### config.mk
export PLATFORM = sky130hd
export DESIGN_NAME = m_unit_iterative
export DESIGN_NICKNAME = d
export VERILOG_FILES = /design/src/rtl/m_unit_iterative.sv
export SDC_FILE = /design/constraint.sdc
export NUM_CORES = 1
export LEC_CHECK = 0
export CORE_MARGIN = 1.5
export CORE_UTILIZATION = 45
export DETAILED_ROUTE_END_ITERATION = 10
export PLACE_DENSITY = 0.72
export SKIP_CTS_REPAIR_TIMING = 1
export SYNTH_ARGS = -nofsm -noshare
export SYNTH_HDL_FRONTEND = slang
export SYNTH_SLANG_ARGS = --single-unit
### constraint.sdc
create_clock -name clk -period 8 [get_ports clk]
set_clock_uncertainty 0.05 [all_clocks]
set_input_delay 1.2 -clock clk [delete_from_list [all_inputs] [get_ports clk]]
set_output_delay 1.2 -clock clk [all_outputs]
set_load 0.01 [all_outputs]
### src/rtl/m_unit_iterative.sv
// Iterative RV32M multiply/divide unit: shift-add multiply and restoring divide, one bit per cycle.
// Defining M_UNIT_SINGLE_CYCLE_MUL_EN replaces the iterative multiply with a combinational one.
module m_unit_iterative #(
  parameter int XLEN = 32
) (
  input  logic            clk,
  input  logic            rst_n,
  input  logic            start,
  input  logic            flush,
  input  logic [2:0]      func3,
  input  logic [XLEN-1:0] op1,
  input  logic [XLEN-1:0] op2,
  input  logic [4:0]      dest,
  output logic            busy,
  output logic            m_unit_ready,
  output logic [XLEN-1:0] m_unit_result,
  output logic            m_unit_wr,
  output logic [4:0]      m_unit_dest
);
  localparam int CW = $clog2(XLEN);

  typedef enum logic [1:0] {IDLE, MUL, DIV, DONE} state_t;

  state_t            state;
  logic [1:0]        op_r;
  logic              neg_r;
  logic [CW-1:0]     cnt_r;
  logic [XLEN-1:0]   a_r;
  logic [2*XLEN-1:0] b_r;
  logic [2*XLEN-1:0] acc_r;

  logic              op1_sgn, op2_sgn, op1_neg, op2_neg, res_neg, div_zero, div_ovf;
  logic [XLEN-1:0]   mag1, mag2, special_res;
  logic [XLEN:0]     rem_sh, dvsr, rem_new;
  logic              ge, last;
  logic [XLEN-1:0]   a_nxt, quo_fin, rem_fin, fin_res;
  logic [2*XLEN-1:0] b_nxt, acc_nxt, mul_fin;

  assign busy = (state != IDLE);

  always_comb begin
    op1_sgn  = func3[2] ? ~func3[0] : (func3[1:0] == 2'd1 || func3[1:0] == 2'd2);
    op2_sgn  = func3[2] ? ~func3[0] : (func3[1:0] == 2'd1);
    op1_neg  = op1_sgn & op1[XLEN-1];
    op2_neg  = op2_sgn & op2[XLEN-1];
    mag1     = op1_neg ? -op1 : op1;
    mag2     = op2_neg ? -op2 : op2;
    // remainder takes the dividend's sign, everything else the product/quotient sign
    res_neg  = (func3[2] & func3[1]) ? op1_neg : (op1_neg ^ op2_neg);
    div_zero = (op2 == '0);
    div_ovf  = ~func3[0] & (op1 == {1'b1, {(XLEN-1){1'b0}}}) & (op2 == '1);
    if (div_zero) special_res = func3[1] ? op1 : '1;
    else          special_res = func3[1] ? '0 : op1;
  end

  // Next-step datapath; the final iteration's result is sign-corrected in the same cycle.
  always_comb begin
    rem_sh  = {acc_r[XLEN-1:0], a_r[XLEN-1]};
    dvsr    = {1'b0, b_r[XLEN-1:0]};
    ge      = (rem_sh >= dvsr);
    rem_new = ge ? (rem_sh - dvsr) : rem_sh;
    if (state == DIV) begin
      acc_nxt = {{(XLEN-1){1'b0}}, rem_new};
      a_nxt   = {a_r[XLEN-2:0], ge};
      b_nxt   = b_r;
    end else begin
      acc_nxt = a_r[0] ? (acc_r + b_r) : acc_r;
      a_nxt   = a_r >> 1;
      b_nxt   = b_r << 1;
    end
    mul_fin = neg_r ? -acc_nxt : acc_nxt;
    quo_fin = neg_r ? -a_nxt : a_nxt;
    rem_fin = neg_r ? -acc_nxt[XLEN-1:0] : acc_nxt[XLEN-1:0];
    if (state == DIV) fin_res = op_r[1] ? rem_fin : quo_fin;
    else              fin_res = (op_r == 2'd0) ? mul_fin[XLEN-1:0] : mul_fin[2*XLEN-1:XLEN];
    last = (cnt_r == CW'(XLEN-1));
  end

`ifdef M_UNIT_SINGLE_CYCLE_MUL_EN
  logic [2*XLEN-1:0] fast_prod, fast_fin;
  logic [XLEN-1:0]   fast_res;

  always_comb begin
    fast_prod = {{XLEN{1'b0}}, mag1} * {{XLEN{1'b0}}, mag2};
    fast_fin  = res_neg ? -fast_prod : fast_prod;
    fast_res  = (func3[1:0] == 2'd0) ? fast_fin[XLEN-1:0] : fast_fin[2*XLEN-1:XLEN];
  end
`endif

  always_ff @(posedge clk or negedge rst_n) begin
    if (!rst_n) begin
      state         <= IDLE;
      op_r          <= '0;
      neg_r         <= 1'b0;
      cnt_r         <= '0;
      a_r           <= '0;
      b_r           <= '0;
      acc_r         <= '0;
      m_unit_ready  <= 1'b0;
      m_unit_wr     <= 1'b0;
      m_unit_result <= '0;
      m_unit_dest   <= '0;
    end else if (flush) begin
      state        <= IDLE;
      m_unit_ready <= 1'b0;
      m_unit_wr    <= 1'b0;
    end else begin
      case (state)
        IDLE: begin
          m_unit_ready <= 1'b0;
          m_unit_wr    <= 1'b0;
          if (start) begin
            op_r        <= func3[1:0];
            neg_r       <= res_neg;
            m_unit_dest <= dest;
            cnt_r       <= '0;
            a_r         <= mag1;
            b_r         <= {{XLEN{1'b0}}, mag2};
            acc_r       <= '0;
            if (func3[2]) begin
              if (div_zero || div_ovf) begin
                state         <= DONE;
                m_unit_result <= special_res;
                m_unit_ready  <= 1'b1;
                m_unit_wr     <= (dest != 5'd0);
              end else begin
                state <= DIV;
              end
            end else begin
`ifdef M_UNIT_SINGLE_CYCLE_MUL_EN
              state         <= DONE;
              m_unit_result <= fast_res;
              m_unit_ready  <= 1'b1;
              m_unit_wr     <= (dest != 5'd0);
`else
              state <= MUL;
`endif
            end
          end
        end
        MUL, DIV: begin
          a_r   <= a_nxt;
          b_r   <= b_nxt;
          acc_r <= acc_nxt;
          cnt_r <= cnt_r + CW'(1);
          if (last) begin
            state         <= DONE;
            m_unit_result <= fin_res;
            m_unit_ready  <= 1'b1;
            m_unit_wr     <= (m_unit_dest != 5'd0);
          end
        end
        DONE: begin
          state        <= IDLE;
          m_unit_ready <= 1'b0;
          m_unit_wr    <= 1'b0;
        end
        default: state <= IDLE;
      endcase
    end
  end
endmodule

# ---- Yosys cells after proc, flatten, opt, wreduce, memory -nomap -nowiden
# Cells that the tools add are included.
dict set report word_totals {
  register_bits 209
  out_inout_bits 40
  in_bits 76
  word_cells 108
}
dict set report op_classes {
  n_lt_le_gt_ge 1
  n_reduce_logical 15
  n_eq_ne 15
  n_addsub 8
  bitwise 8
  n_mux 50
}
# op n
set op_table {}
lappend op_table {{$mux 32} 16}
lappend op_table {{$mux 64} 6}
lappend op_table {{$pmux 64 s2} 2}
lappend op_table {{$neg 32->32} 4}
lappend op_table {{$pmux 32 s2} 2}
lappend op_table {{$add 64x64->64} 1}
lappend op_table {{$eq 32x32->1 const B} 2}
lappend op_table {{$neg 64->64} 1}
lappend op_table {{$ge 33x32->1} 1}
lappend op_table {{$mux 33} 1}
lappend op_table {{$sub 33x32->33} 1}
lappend op_table {{$logic_not 32->1} 1}
lappend op_table {{$mux 1} 14}
lappend op_table {{$ne 2x2->1 const B} 5}
lappend op_table {{$pmux 5 s2} 1}
lappend op_table {{$reduce_bool 5->1} 2}
lappend op_table {{$mux 2} 4}
lappend op_table {{$eq 2x2->1 const B} 3}
lappend op_table {{$ne 3x3->1 const B} 2}
lappend op_table {{$pmux 1 s3} 2}
lappend op_table {{$pmux 2 s3} 1}
lappend op_table {{$reduce_and 3->1} 2}
lappend op_table {{$reduce_and 6->1} 1}
lappend op_table {{$add 5x1->5 const B} 1}
lappend op_table {{12 further kinds} 21}

# ---- Logic depth before layout (Yosys ltp)
dict set report depth {
  word_depth 9
  mapped_depth 24
  mapped_depth_nobuf 20
}

# ---- Worst setup path after synthesis
# Ideal clock, no wire load.
dict set report synth_timing {
  kind {reg2reg}
  startpoint {register state[0]}
  endpoint {register m_unit_result[12]}
  required_ps 7826
  setup_time_ps 124
  stages_incl_launch_ff 24
  synth_period_minus_slack_ps 6320
  arrival_ps 6146
  n_path_buf 10
  slack_ps 1680
  path_cell_list {dfrtp_1 -> inv_1 -> ha_1 -> clkbuf_1 -> clkbuf_1 -> buf_2 -> buf_2 -> buf_1 -> clkbuf_1 -> buf_1 -> clkbuf_1 -> clkbuf_1 -> buf_1 -> o211ai_1 -> o21ai_0 -> ha_1 -> nand3_1 -> or3_1 -> or4_1 -> or4_4 -> o21ai_1 -> xor2_1 -> a211oi_1 -> a211o_1}
}
dict set report synth_via {
  elab_chain_len 8
  elab_cells_between_ends 23
  classes_between {add/sub (3); eq/ne (6); mux (10); reduce/logical (4)}
}
# item line
set synth_rtl {}
lappend synth_rtl {{start: declaration} 24} ;# state_t state;
lappend synth_rtl {{start signal: assignment} 92} ;# state <= IDLE;
lappend synth_rtl {{start signal: assignment} 104} ;# state <= IDLE;
lappend synth_rtl {{start signal: assignment} 122} ;# state <= DONE;
lappend synth_rtl {{$eq 2x2->1} {62, 74, 108}}
lappend synth_rtl {{$mux 64 / $mux 32 (equally long branches)} 62} ;# if (state == DIV) begin
lappend synth_rtl {{$neg 64->64, or another cell as far along} 71} ;# mul_fin = neg_r ? -acc_nxt : acc_nxt;
lappend synth_rtl {{$mux 64, or another cell as far along} 71}
lappend synth_rtl {{$mux 32 (on tied branches)} {75, 74}}
lappend synth_rtl {{$mux 32} 74} ;# if (state == DIV) fin_res = op_r[1] ? rem_fin : quo_fin;
lappend synth_rtl {{$mux 32} 146} ;# if (last) begin
lappend synth_rtl {{$pmux 32 s2} 108} ;# case (state)
lappend synth_rtl {{end signal: assignment} 123} ;# m_unit_result <= special_res;
lappend synth_rtl {{end signal: assignment} 148} ;# m_unit_result <= fin_res;
lappend synth_rtl {{end: declaration} 16} ;# output logic [XLEN-1:0] m_unit_result,
# Several ways; a longest one is shown, not always the timed one. The select of a mux whose other input is x is not followed.
# A chain may end at the register's enable or synchronous reset.

# ---- Worst setup path in the final report
dict set report layout_timing {
  startpoint {register b_r[16]}
  endpoint {register m_unit_result[14]}
}
dict set report layout_via {
  elab_chain_len 9
  elab_cells_between_ends 18
  classes_between {add/sub (5); order compare (1); mux (12)}
}
# item line
set layout_rtl {}
lappend layout_rtl {{start: declaration} 29} ;# logic [2*XLEN-1:0] b_r;
lappend layout_rtl {{start signal: assignment} 118} ;# b_r <= {{XLEN{1'b0}}, mag2};
lappend layout_rtl {{start signal: assignment} 143} ;# b_r <= b_nxt;
lappend layout_rtl {{$add 64x64->64, or another cell as far along} 67} ;# acc_nxt = a_r[0] ? (acc_r + b_r) : acc_r;
lappend layout_rtl {{$mux 64 / $mux 33 (equally long branches)} {67, 61}}
lappend layout_rtl {{$mux 64} 62}
lappend layout_rtl {{$neg 64->64 / $neg 32->32 (equally long branches)} {71, 73}}
lappend layout_rtl {{$mux 64 / $mux 32 (equally long branches)} {71, 73}}
lappend layout_rtl {{$mux 32 (on tied branches)} {75, 74}}
lappend layout_rtl {{$mux 32 *} 74}
lappend layout_rtl {{$mux 32 *} 146}
lappend layout_rtl {{$pmux 32 s2 *} 108}
# Mark *: on every way between the ends. The rest lies on a longest branch, timed or not. The select of a mux whose other input is x is not followed.

==> results.py <==
metrics = {
    "run_status": {
        "outcome": "completed",
    },
    "grt": {
        "grt.total_usage_pct": 36.4,
        "met2_usage_pct": 55.1,
        "grt_max_degree": 87,
        "grtUsageMet1_pct": 50.7,
        "antenna_found_initial": 4,
        "grt_pass1_vias": 23200,
        "grt_pass1_wl_mm": 143,
        "grt_overflow_total": 0,
        "grt.busiest_layer": "met2",
        "grt_use_met3_pct": 7.86,
    },
    "detailed_routing": {
        "wire_per_inst_um": 25.3,
        "vias": 24900,
        "drc": 0,
        "drt-initial-drc-count": 3105,
        "drt_wl_total_mm": 94.0,
        "drtAntennaViolNets": 0,
        "drt_pass1_iterations": 6,
        "avgViaCountPerCell": 6.71,
    },
    "clock_network": {
        "clkSinkCount": 209,
        "cts_max_level": 1,
        "cts_max_path_buffers": 3,
        "path_clk_slew_ns": 0.07,
        "clock_latency_ns": 0.61,
        "clockRootBuffer": "clkbuf_16",
        "numCtsBuffers": 29,
        "cts_tree": "built",
    },
    "logic_synthesis": {
        "yosys-top-cells-area": "dfrtp_1 (24%), o21ai_0 (7.3%), nand2_1 (6.9%)",
        "ys.flop_type": "dfrtp_1",
        "syn_inst": 3038,
        "synth-adder-area-share_pct": 7.07,
        "yosysSeqAreaShare_pct": 23.6,
        "yosysTopAreaCellShare_pct": 23.6,
        "synth.area.mux_share_pct": 2.57,
        "avgSynthCellArea_um2": 7.30,
        "ys_ff_latch": 209,
        "synthesis.area_um2": 22200,
        "synth_top_family_by_area": "compound AO/OA/AOI/OAI gates",
        "synth-compound-area-share_pct": 31.0,
        "synthArstFlopShare_pct": 100,
        "synth_nets": 3222,
        "yosys.cell_types.count": 99,
        "synth_edf_count": 0,
        "synth_area_leader_cell": "dfrtp_1",
        "synth-xor-area-share_pct": 6.87,
        "synthSimpleGateAreaFrac_pct": 23.5,
        "ys_warn_count": 0,
    },
    "floorplan": {
        "dieArea_um2": 50600,
        "ios": 116,
        "fp.dieW_um": 225,
        "fp.coreArea_um2": 48700,
        "std_cell_rows": 81,
        "dieHeight_um": 225,
        "start_util_pct": 45.5,
    },
    "power": {
        "p_int_mw": 4.81,
        "pwr_density_cell_nw_per_um2": 464,
        "sw_frac_of_total_pct": 58.0,
        "seqPwrFrac_pct": 16.1,
        "combPwrFrac_pct": 72.7,
        "p_leak_nw": 9.87,
        "p_sw_mw": 6.65,
        "power_frac_clock_pct": 11.2,
        "max-vdd-ir-drop_v": 0.000283,
        "power_mw": 11.5,
    },
    "worst_setup_path": {
        "crit_chain": "inv_1 -> ha_1 -> nand2_1 -> o21ai_0 -> a21oi_1 -> o21ai_1 -> nor3_4 -> nand2_1 -> o211ai_1 -> o21ai_0 -> ha_1 -> nand3_1 -> or3_1 -> or4_1 -> or4_4 -> o311ai_1 -> o21ai_1 -> o21ai_1 -> o22a_1",
        "crit_family": "compound AO/OA/AOI/OAI gates",
        "crit_slowest_cell": "o21ai_1",
        "critPathKind": "reg2reg",
        "cp-start-kind": "register",
        "required_ns": 8.48,
        "r2r_end": "m_unit_result[14]",
        "regToRegSetupSlack_ns": 1.46,
        "cp_max_fo": 18,
        "max_stage_delay_ns": 0.91,
        "reg2reg_from": "b_r[16]",
        "rr_worst_depth": 19,
        "worstPathArrival_ns": 7.02,
        "endpoint_kind": "register",
        "path_buf_inv": 1,
        "worst-path-stages": 19,
        "path_common_cell": "o21ai_1",
    },
    "sta": {
        "min_period_ns": 6.54,
        "fmax_mhz": 153,
        "fin_setup_tns_ns": 0,
        "finalCritPeriodShare_pct": 81.8,
        "worst-slew-pin-transition_ns": 1.34,
        "rsz0062_at_grt": "false",
        "slew_violations": 0,
        "hold_viol_final": 0,
        "finalSetupViolations": 0,
        "relSlewSlack_pct": 10.1,
    },
    "cells_and_area": {
        "final_nets": 3213,
        "fillCellCount": 4806,
        "drive_gt1_share_pct": 5.87,
        "layout_commonest_cell": "nand2_1",
        "multiInputGateArea_um2": 15800,
        "syn_to_final_growth_pct": 11.3,
        "register_area_um2": 5230,
        "utilization_pct": 50.6,
        "final_cell_mix": "nand2_1 (405), o21ai_0 (322), a21oi_1 (281), nor2_1 (224), dfrtp_1 (208)",
        "antenna_cells": 0,
    },
    "hold_path": {
        "min_from": "cnt_r[4]",
        "hold_class": "reg2reg",
        "hold_end": "cnt_r[4]",
        "hold_path_depth": 2,
    },
    "placed_design": {
        "io_buffers": 115,
        "dpl.hpwl_mm": 71.0,
        "gp_congestion": 1.01,
    },
    "flow_run": {
        "maxCapViolCount": 0,
    },
}
## sequential cells by signal, indices dropped and copies added, names as in the netlist
name,count
m_unit_ready,1
m_unit_wr,1
cnt_r,5
acc_r,64
b_r,64
m_unit_dest,5
m_unit_result,32
neg_r,1
op_r,2
a_r,32
state,2
## worst max path at each step
stage,to,slack (ns),from
4_1_cts,m_unit_result[16],1.69,acc_r[0]
2_1_floorplan,m_unit_result[12],1.68,state[0]
3_3_place_gp,m_unit_result[4],1.59,op1[8]
3_5_place_dp,m_unit_result[4],1.42,op2[2]
5_1_grt,m_unit_result[16],1.22,b_r[16]
6_report,m_unit_result[14],1.46,b_r[16]
## metrics by stage
step / std cells / setup slack, ns / hold slack (ns) / cell area, um^2
6_report: 3716 / 1.46 / 0.435 / 24700
5_1_grt: 3716 / 1.22 / 0.466 / 24700
4_1_cts: 3716 / 1.69 / 0.435 / 24700
3_5_place_dp: 3662 / 1.42 / 0.422 / 23800
3_3_place_gp: 3662 / 1.59 / 0.407 / 23800
2_1_floorplan: 3038 / 1.68 / 0.395 / 22200
## worst min-delay path: stages, from the launching register on
cell and delay (ns):
dfrtp_1 0.35, nand2_1 0.05, nand2_1 0.05
## logic make-up (layout without fill, tap and decap cells)
| logic type | Yosys count | in the layout |
|---|---|---|
| xor gates and xnor gates | 174 | 174 |
| adders and majority gates | 128 | 128 |
| AOI/OAI and AO/OA | 1082 | 1082 |
| and+or+nand+nor | 1086 | 1086 |
| buffers and inverters | 305 | 319 |
| muxes | 54 | 54 |
| DFF | 209 | 209 |
## layer usage
metal  up-vias  wire length, um
met5         -               52
li1      11300                -
met1     12100            39900
met2      1383            40300
met3       219             9910
met4         8             3770
## cell usage after synthesis (20+ instances only)
library cell / number
nand2_1: 406
o21ai_0: 322
a21oi_1: 281
nor2_1: 226
dfrtp_1: 209
clkbuf_1: 154
xnor2_1: 112
ha_1: 106
inv_1: 102
nor3_1: 88
nand4_1: 79
xor2_1: 62
nand3_1: 57
or3_1: 48
o31ai_1: 43
mux2i_1: 40
a211oi_1: 39
a31oi_1: 36
a21o_1: 32
nor4_1: 30
a22o_1: 26
buf_2: 24
o21ai_1: 23
and3_1: 22
o211ai_1: 22
o41ai_1: 22
o21a_1: 21
maj3_1: 20
## power groups by stage
| stage | logic [mW] | clock network, mW | registers (mW) |
|---|---|---|---|
| 3_5_place_dp | 8.01 | 0 | 1.83 |
| 2_1_floorplan | 5.33 | 0 | 1.71 |
| 6_report | 8.33 | 1.29 | 1.84 |
| 4_1_cts | 8.06 | 1.30 | 1.82 |
| 3_3_place_gp | 8.01 | 0 | 1.82 |
| 5_1_grt | 8.86 | 1.34 | 1.88 |
## final cells by class
class,count,area share (%)
inverters,104,1.58
well taps,664,3.37
multi-input cells,2524,64.0
repair buffers,161,6.08
clock buffers,37,3.31
clock inverters,17,0.431
flip-flops and latches,209,21.2
(Power assumes the default switching activity.)
